===== src/rtl/uart_tx_arbiter.sv =====
// Arbitrates four byte sources onto one UART transmitter: round-robin grant, frame lock, start timeout.
// Define UART_ARB_FIXED_PRIO_EN to replace round-robin with fixed priority (requester 0 highest).
`timescale 1ns/1ps
module uart_tx_arbiter #(
    parameter int START_TMO = 16
) (
    input  logic        clk,
    input  logic        rst_n,
    input  logic [3:0]  req_valid,
    input  logic [31:0] req_data,
    input  logic [3:0]  req_last,
    output logic [3:0]  req_ack,
    output logic [7:0]  dataout,
    output logic        wrsig,
    input  logic        tx_busy,
    output logic [1:0]  grant_id,
    output logic        busy,
    output logic        err_tmo
);

    localparam logic [1:0] IDLE       = 2'd0;
    localparam logic [1:0] LOAD       = 2'd1;
    localparam logic [1:0] WAIT_START = 2'd2;
    localparam logic [1:0] WAIT_DONE  = 2'd3;

    localparam int              CNT_W    = $clog2(START_TMO + 1);
    localparam logic [CNT_W-1:0] CNT_LAST = CNT_W'(START_TMO - 1);

    logic [1:0]       state_reg;
    logic             lock_reg;
    logic [1:0]       lock_id_reg;
    logic [CNT_W-1:0] cnt_reg;
`ifndef UART_ARB_FIXED_PRIO_EN
    logic [1:0]       rr_ptr_reg;
`endif

    logic [7:0] req_byte [4];
    logic [1:0] cand [4];
    logic [3:0] cand_hit;
    logic [3:0] eligible;
    logic [1:0] winner;
    logic       found;

    // While a frame is open only its owner may compete.
    assign eligible = lock_reg ? (req_valid & (4'b0001 << lock_id_reg)) : req_valid;

    // cand[k] is the requester examined k-th in the search order.
    generate
        for (genvar gi = 0; gi < 4; gi++) begin : g_req
            assign req_byte[gi] = req_data[8*gi +: 8];
`ifdef UART_ARB_FIXED_PRIO_EN
            assign cand[gi] = 2'(gi);
`else
            assign cand[gi] = rr_ptr_reg + 2'(gi);
`endif
            assign cand_hit[gi] = eligible[cand[gi]];
        end
    endgenerate

    always_comb begin
        winner = 2'd0;
        found  = 1'b0;
        for (int k = 3; k >= 0; k--) begin
            if (cand_hit[k]) begin
                winner = cand[k];
                found  = 1'b1;
            end
        end
    end

    always_ff @(posedge clk or negedge rst_n) begin
        if (!rst_n) begin
            state_reg   <= IDLE;
            dataout     <= 8'd0;
            wrsig       <= 1'b0;
            req_ack     <= 4'd0;
            grant_id    <= 2'd0;
            busy        <= 1'b0;
            err_tmo     <= 1'b0;
            lock_reg    <= 1'b0;
            lock_id_reg <= 2'd0;
            cnt_reg     <= '0;
`ifndef UART_ARB_FIXED_PRIO_EN
            rr_ptr_reg  <= 2'd0;
`endif
        end else begin
            wrsig   <= 1'b0;
            req_ack <= 4'd0;
            err_tmo <= 1'b0;
            case (state_reg)
                IDLE: begin
                    if (!tx_busy && found) begin
                        grant_id  <= winner;
                        busy      <= 1'b1;
                        state_reg <= LOAD;
                    end
                end
                LOAD: begin
                    // A request withdrawn before the load is simply dropped.
                    if (req_valid[grant_id]) begin
                        dataout     <= req_byte[grant_id];
                        wrsig       <= 1'b1;
                        req_ack     <= 4'b0001 << grant_id;
                        lock_reg    <= ~req_last[grant_id];
                        lock_id_reg <= grant_id;
`ifndef UART_ARB_FIXED_PRIO_EN
                        rr_ptr_reg  <= grant_id + 2'd1;
`endif
                        cnt_reg     <= '0;
                        state_reg   <= WAIT_START;
                    end else begin
                        busy      <= 1'b0;
                        state_reg <= IDLE;
                    end
                end
                WAIT_START: begin
                    if (tx_busy) begin
                        state_reg <= WAIT_DONE;
                    end else if (cnt_reg >= CNT_LAST) begin
                        err_tmo   <= 1'b1;
                        busy      <= 1'b0;
                        state_reg <= IDLE;
                    end else begin
                        cnt_reg <= cnt_reg + CNT_W'(1);
                    end
                end
                WAIT_DONE: begin
                    if (!tx_busy) begin
                        busy      <= 1'b0;
                        state_reg <= IDLE;
                    end
                end
            endcase
        end
    end

endmodule


===== config.mk =====
export PLATFORM = sky130hd
export DESIGN_NAME = uart_tx_arbiter
export DESIGN_NICKNAME = d
export VERILOG_FILES = /design/src/rtl/uart_tx_arbiter.sv
export SDC_FILE = /design/constraint.sdc
export NUM_CORES = 1
export LEC_CHECK = 0
export BUFFER_PORTS_ARGS = -buffer_cell sky130_fd_sc_hd__buf_2
export CAP_MARGIN = 15
export CORE_MARGIN = 4
export CORE_UTILIZATION = 49
export DETAILED_ROUTE_END_ITERATION = 8
export GPL_ROUTABILITY_DRIVEN = 1
export GPL_TIMING_DRIVEN = 1
export PLACE_DENSITY = 0.75
export RECOVER_POWER = 50
export SYNTH_ARGS = -nofsm -noshare
export SYNTH_HDL_FRONTEND = slang
export SYNTH_SLANG_ARGS = --single-unit

===== constraint.sdc =====
create_clock -name clk -period 1.9 [get_ports clk]
set_input_delay 0.285 -clock clk [delete_from_list [all_inputs] [get_ports clk]]
set_output_delay 0.285 -clock clk [all_outputs]
set_load 0.01 [all_outputs]

==> flow_metrics.env <==
export IMPL_status="complete, no violations"
export IMPL_cp_slowest_stage_delay_ns=0.46
export IMPL_antenna_found_initial=0
export IMPL_power_density_mw_per_mm2=1370
export IMPL_grt_max_degree=30
export IMPL_gp_congestion=0.835
export IMPL_cts_buffers=5
export IMPL_drv_slew=0
export IMPL_die_x_um=65.9
export IMPL_final_hold_viol_count=0
export IMPL_ios=60
export IMPL_areaGrowthSynthToFinish_pct=26.9
export IMPL_gr_total_overflow=0
export IMPL_cp_common_cell="ha_2"
export IMPL_hold_path_class="input pin to flop"
export IMPL_clockRootBuffer="clkbuf_4"
export IMPL_synth_edf_count=0
export IMPL_critical_path_cell_chain="ha_2, and3_1, ha_2, a2111o_1, o2bb2ai_2, a22o_1"
export IMPL_r2r_cells=6
export IMPL_yosysUniqueCellTypes=38
export IMPL_worstPathRequired_ns=2.13
export IMPL_yosysTopAreaCell="dfrtp_1"
export IMPL_portBuffers=59
export IMPL_synth_cells=157
export IMPL_ys_seq_area_frac=0.442
export IMPL_worstSetupPathType="flop to flop"
export IMPL_crit_start="cnt_reg[1]$_DFFE_PN0P_"
export IMPL_ys_warn_count=0
export IMPL_power_w=0.00285
export IMPL_synthFlopType="dfrtp_1"
export IMPL_finalSetupViolations=0
export IMPL_power_leakage_nw=1.06
export IMPL_period_needed_ns=1.89
export IMPL_initialDrtViolationCount=191
export IMPL_min_to="err_tmo$_DFF_PN0_"
export IMPL_diodes=0
export IMPL_hp_start="tx_busy"
export IMPL_r2r_end="cnt_reg[1]$_DFFE_PN0P_"
export IMPL_drv_cap=0
export IMPL_critPathMaxFanout=4
export IMPL_drive_above_1_share=0.379
export IMPL_worst_pin_slew_ns=0.719
export IMPL_synth_top_cell_area_share=0.442
export IMPL_avgViaCountPerCell=5.48
export IMPL_core_region_area_mm2=0.00313
export IMPL_min_path_cells=2
export IMPL_synthTopCellsByCount="nand2_1 (36), dfrtp_1 (29), mux4_2 (10), inv_1 (9), o21ai_0 (8)"
export IMPL_clkTransAtPathRegs_ns=0.10
export IMPL_cp_num_buf_inv=0
export IMPL_netlist_area_mm2=0.00164
export IMPL_synth_area_per_cell_um2=10.4
export IMPL_initial_core_util=0.524
export IMPL_arrival_ns=2.13
export IMPL_clkSinkCount=29
export IMPL_dp_cells=258
export IMPL_synthArstFlopShare=1.00
export IMPL_utilization=0.665
export IMPL_reg2reg_setup_slack_ns=0.008
export IMPL_nNetsFinal=275
export IMPL_slew_headroom=0.521
export IMPL_fmax_ghz=0.529
export IMPL_post_route_period_util=0.996
export IMPL_dieArea_mm2=0.00434
export IMPL_finClkSkew_ns=0.0151
export IMPL_yosysMostFrequentCell="nand2_1"
export IMPL_clock_path_buffers=2
export IMPL_synth_area_leaders="dfrtp_1 (44%), mux4_2 (14%), nand2_1 (8.2%)"
export IMPL_grt_pass1_wl_um=6460
export IMPL_start_kind="flop"
export IMPL_routed_wl_um=4100
export IMPL_clk_latency_ns=0.34
export IMPL_num_vias=1485
export IMPL_firstDrtPassIters=4
export IMPL_instances_no_fill=271
export IMPL_path_delay_family="compound AO/OA/AOI/OAI gates"
export IMPL_syn_num_nets=206
export IMPL_rr_startpoint="cnt_reg[1]$_DFFE_PN0P_"
export IMPL_dpl_instance_area_mm2=0.00199
export IMPL_drc=0
export IMPL_fin_tns_setup_ns=0
export IMPL_place_hpwl_um=3040
export IMPL_wl_per_cell_um=15.1
export IMPL_peakVddDrop_v=0.000754
export IMPL_crit_cells=6
export IMPL_die_y_um=65.9
export IMPL_fin_area_mm2=0.00208
export IMPL_critPathSlowestCell="a2111o_1"
export IMPL_synth_seq_cells=29
export IMPL_rows=20
export IMPL_htree_levels=2
export IMPL_grt_total_usage=0.199
export IMPL_cts_tree="built"
export IMPL_drtAntennaViolNets=0
export IMPL_worstSetupEndpointType="flop"
export IMPL_nFillCells=266
export IMPL_largest_reg_flops=8
export IMPL_grt_pass1_vias=1426
## cells in the final DEF (no fill, tap or decap), types with 2 or more instances in the layout
master     synthesis  routed
a211oi_1           3       3
a21oi_1            6       6
and2_1             4       4
and3_1             2       2
buf_2              3      51
buf_4              0       8
clkbuf_1           1       8
clkbuf_4           0       5
clkinv_2           0       2
dfrtp_1           29      29
ha_1               6       4
ha_2               0       2
inv_1              9       9
mux2_2             2       2
mux4_2            10      10
nand2_1           36      36
nand2b_1           2       2
nand3_1            3       3
nor2_1             5       5
nor2b_1            2       2
o21ai_0            8       8
o21ai_1            3       3
o22ai_1            2       2
o2bb2ai_1          3       2
## where the power goes
part	switching, W	total [W]	internal, W
logic	0.000718	0.00141	0.000695
clock network	0.000220	0.000361	0.000141
registers	0.000228	0.00108	0.000847
total	0.00117	0.00285	0.00168
## worst max-delay path by stage
stage / to / slack (ns)
floorplan: cnt_reg[1]$_DFFE_PN0P_ / 0.14
global placement: cnt_reg[1]$_DFFE_PN0P_ / 0.10
detailed placement: cnt_reg[1]$_DFFE_PN0P_ / -0.008
CTS: cnt_reg[1]$_DFFE_PN0P_ / 0.04
global route: cnt_reg[4]$_DFFE_PN0P_ / -0.04
finish: cnt_reg[1]$_DFFE_PN0P_ / 0.008
## cell type report
type / instances / area (µm²) / share of cell area
sequential: 29 / 726 / 0.349
timing repair buffer: 68 / 357 / 0.171
clock inverter: 2 / 10.0 / 0.00481
clock buffer: 6 / 41.3 / 0.0198
tap: 44 / 55.1 / 0.0265
inverter: 10 / 37.5 / 0.0180
multi-input combinational: 112 / 855 / 0.411
## per-layer routing
metal  global-route usage  share of wire  vias up
li1                     -              -      702
met5                    0              0        -
met1                0.232           0.39      714
met2                0.349           0.53       58
met3               0.0459          0.053       11
met4               0.0855          0.022        0
## metrics by stage
stage	hold WS (ns)	worst slack, ns
2_1_floorplan	-0.0106	0.142
3_3_place_gp	0.332	0.101
3_5_place_dp	0.347	-0.00845
4_1_cts	0.231	0.0391
5_1_grt	0.255	-0.0391
6_report	0.242	0.00834
## cells by family (layout without fill, tap and decap cells)
kind of cell / count (synthesis) / after routing / synth area share
mux: 13 / 13 / 0.157
buf+inv: 16 / 86 / 0.0435
fa+ha+maj: 6 / 6 / 0.0458
flops: 29 / 29 / 0.442
compound gates: 34 / 34 / 0.137
simple gates: 59 / 59 / 0.175
## timing repair
item / in CTS / in global routing
pin swaps: 1 / 2
resized for setup: 0 / 3
setup buffers: 0 / 4
hold endpoints to repair: 29 / 0
hold buffers: 1 / 0
endpoints found under the setup margin: 1 / 3
## worst reg2reg max path, stage by stage, from the launching register on
cell	delay [ns]
dfrtp_1	0.43
ha_2	0.19
and3_1	0.18
ha_2	0.19
a2111o_1	0.46
o2bb2ai_2	0.16
a22o_1	0.19
Power figures use the tool's default switching activity.
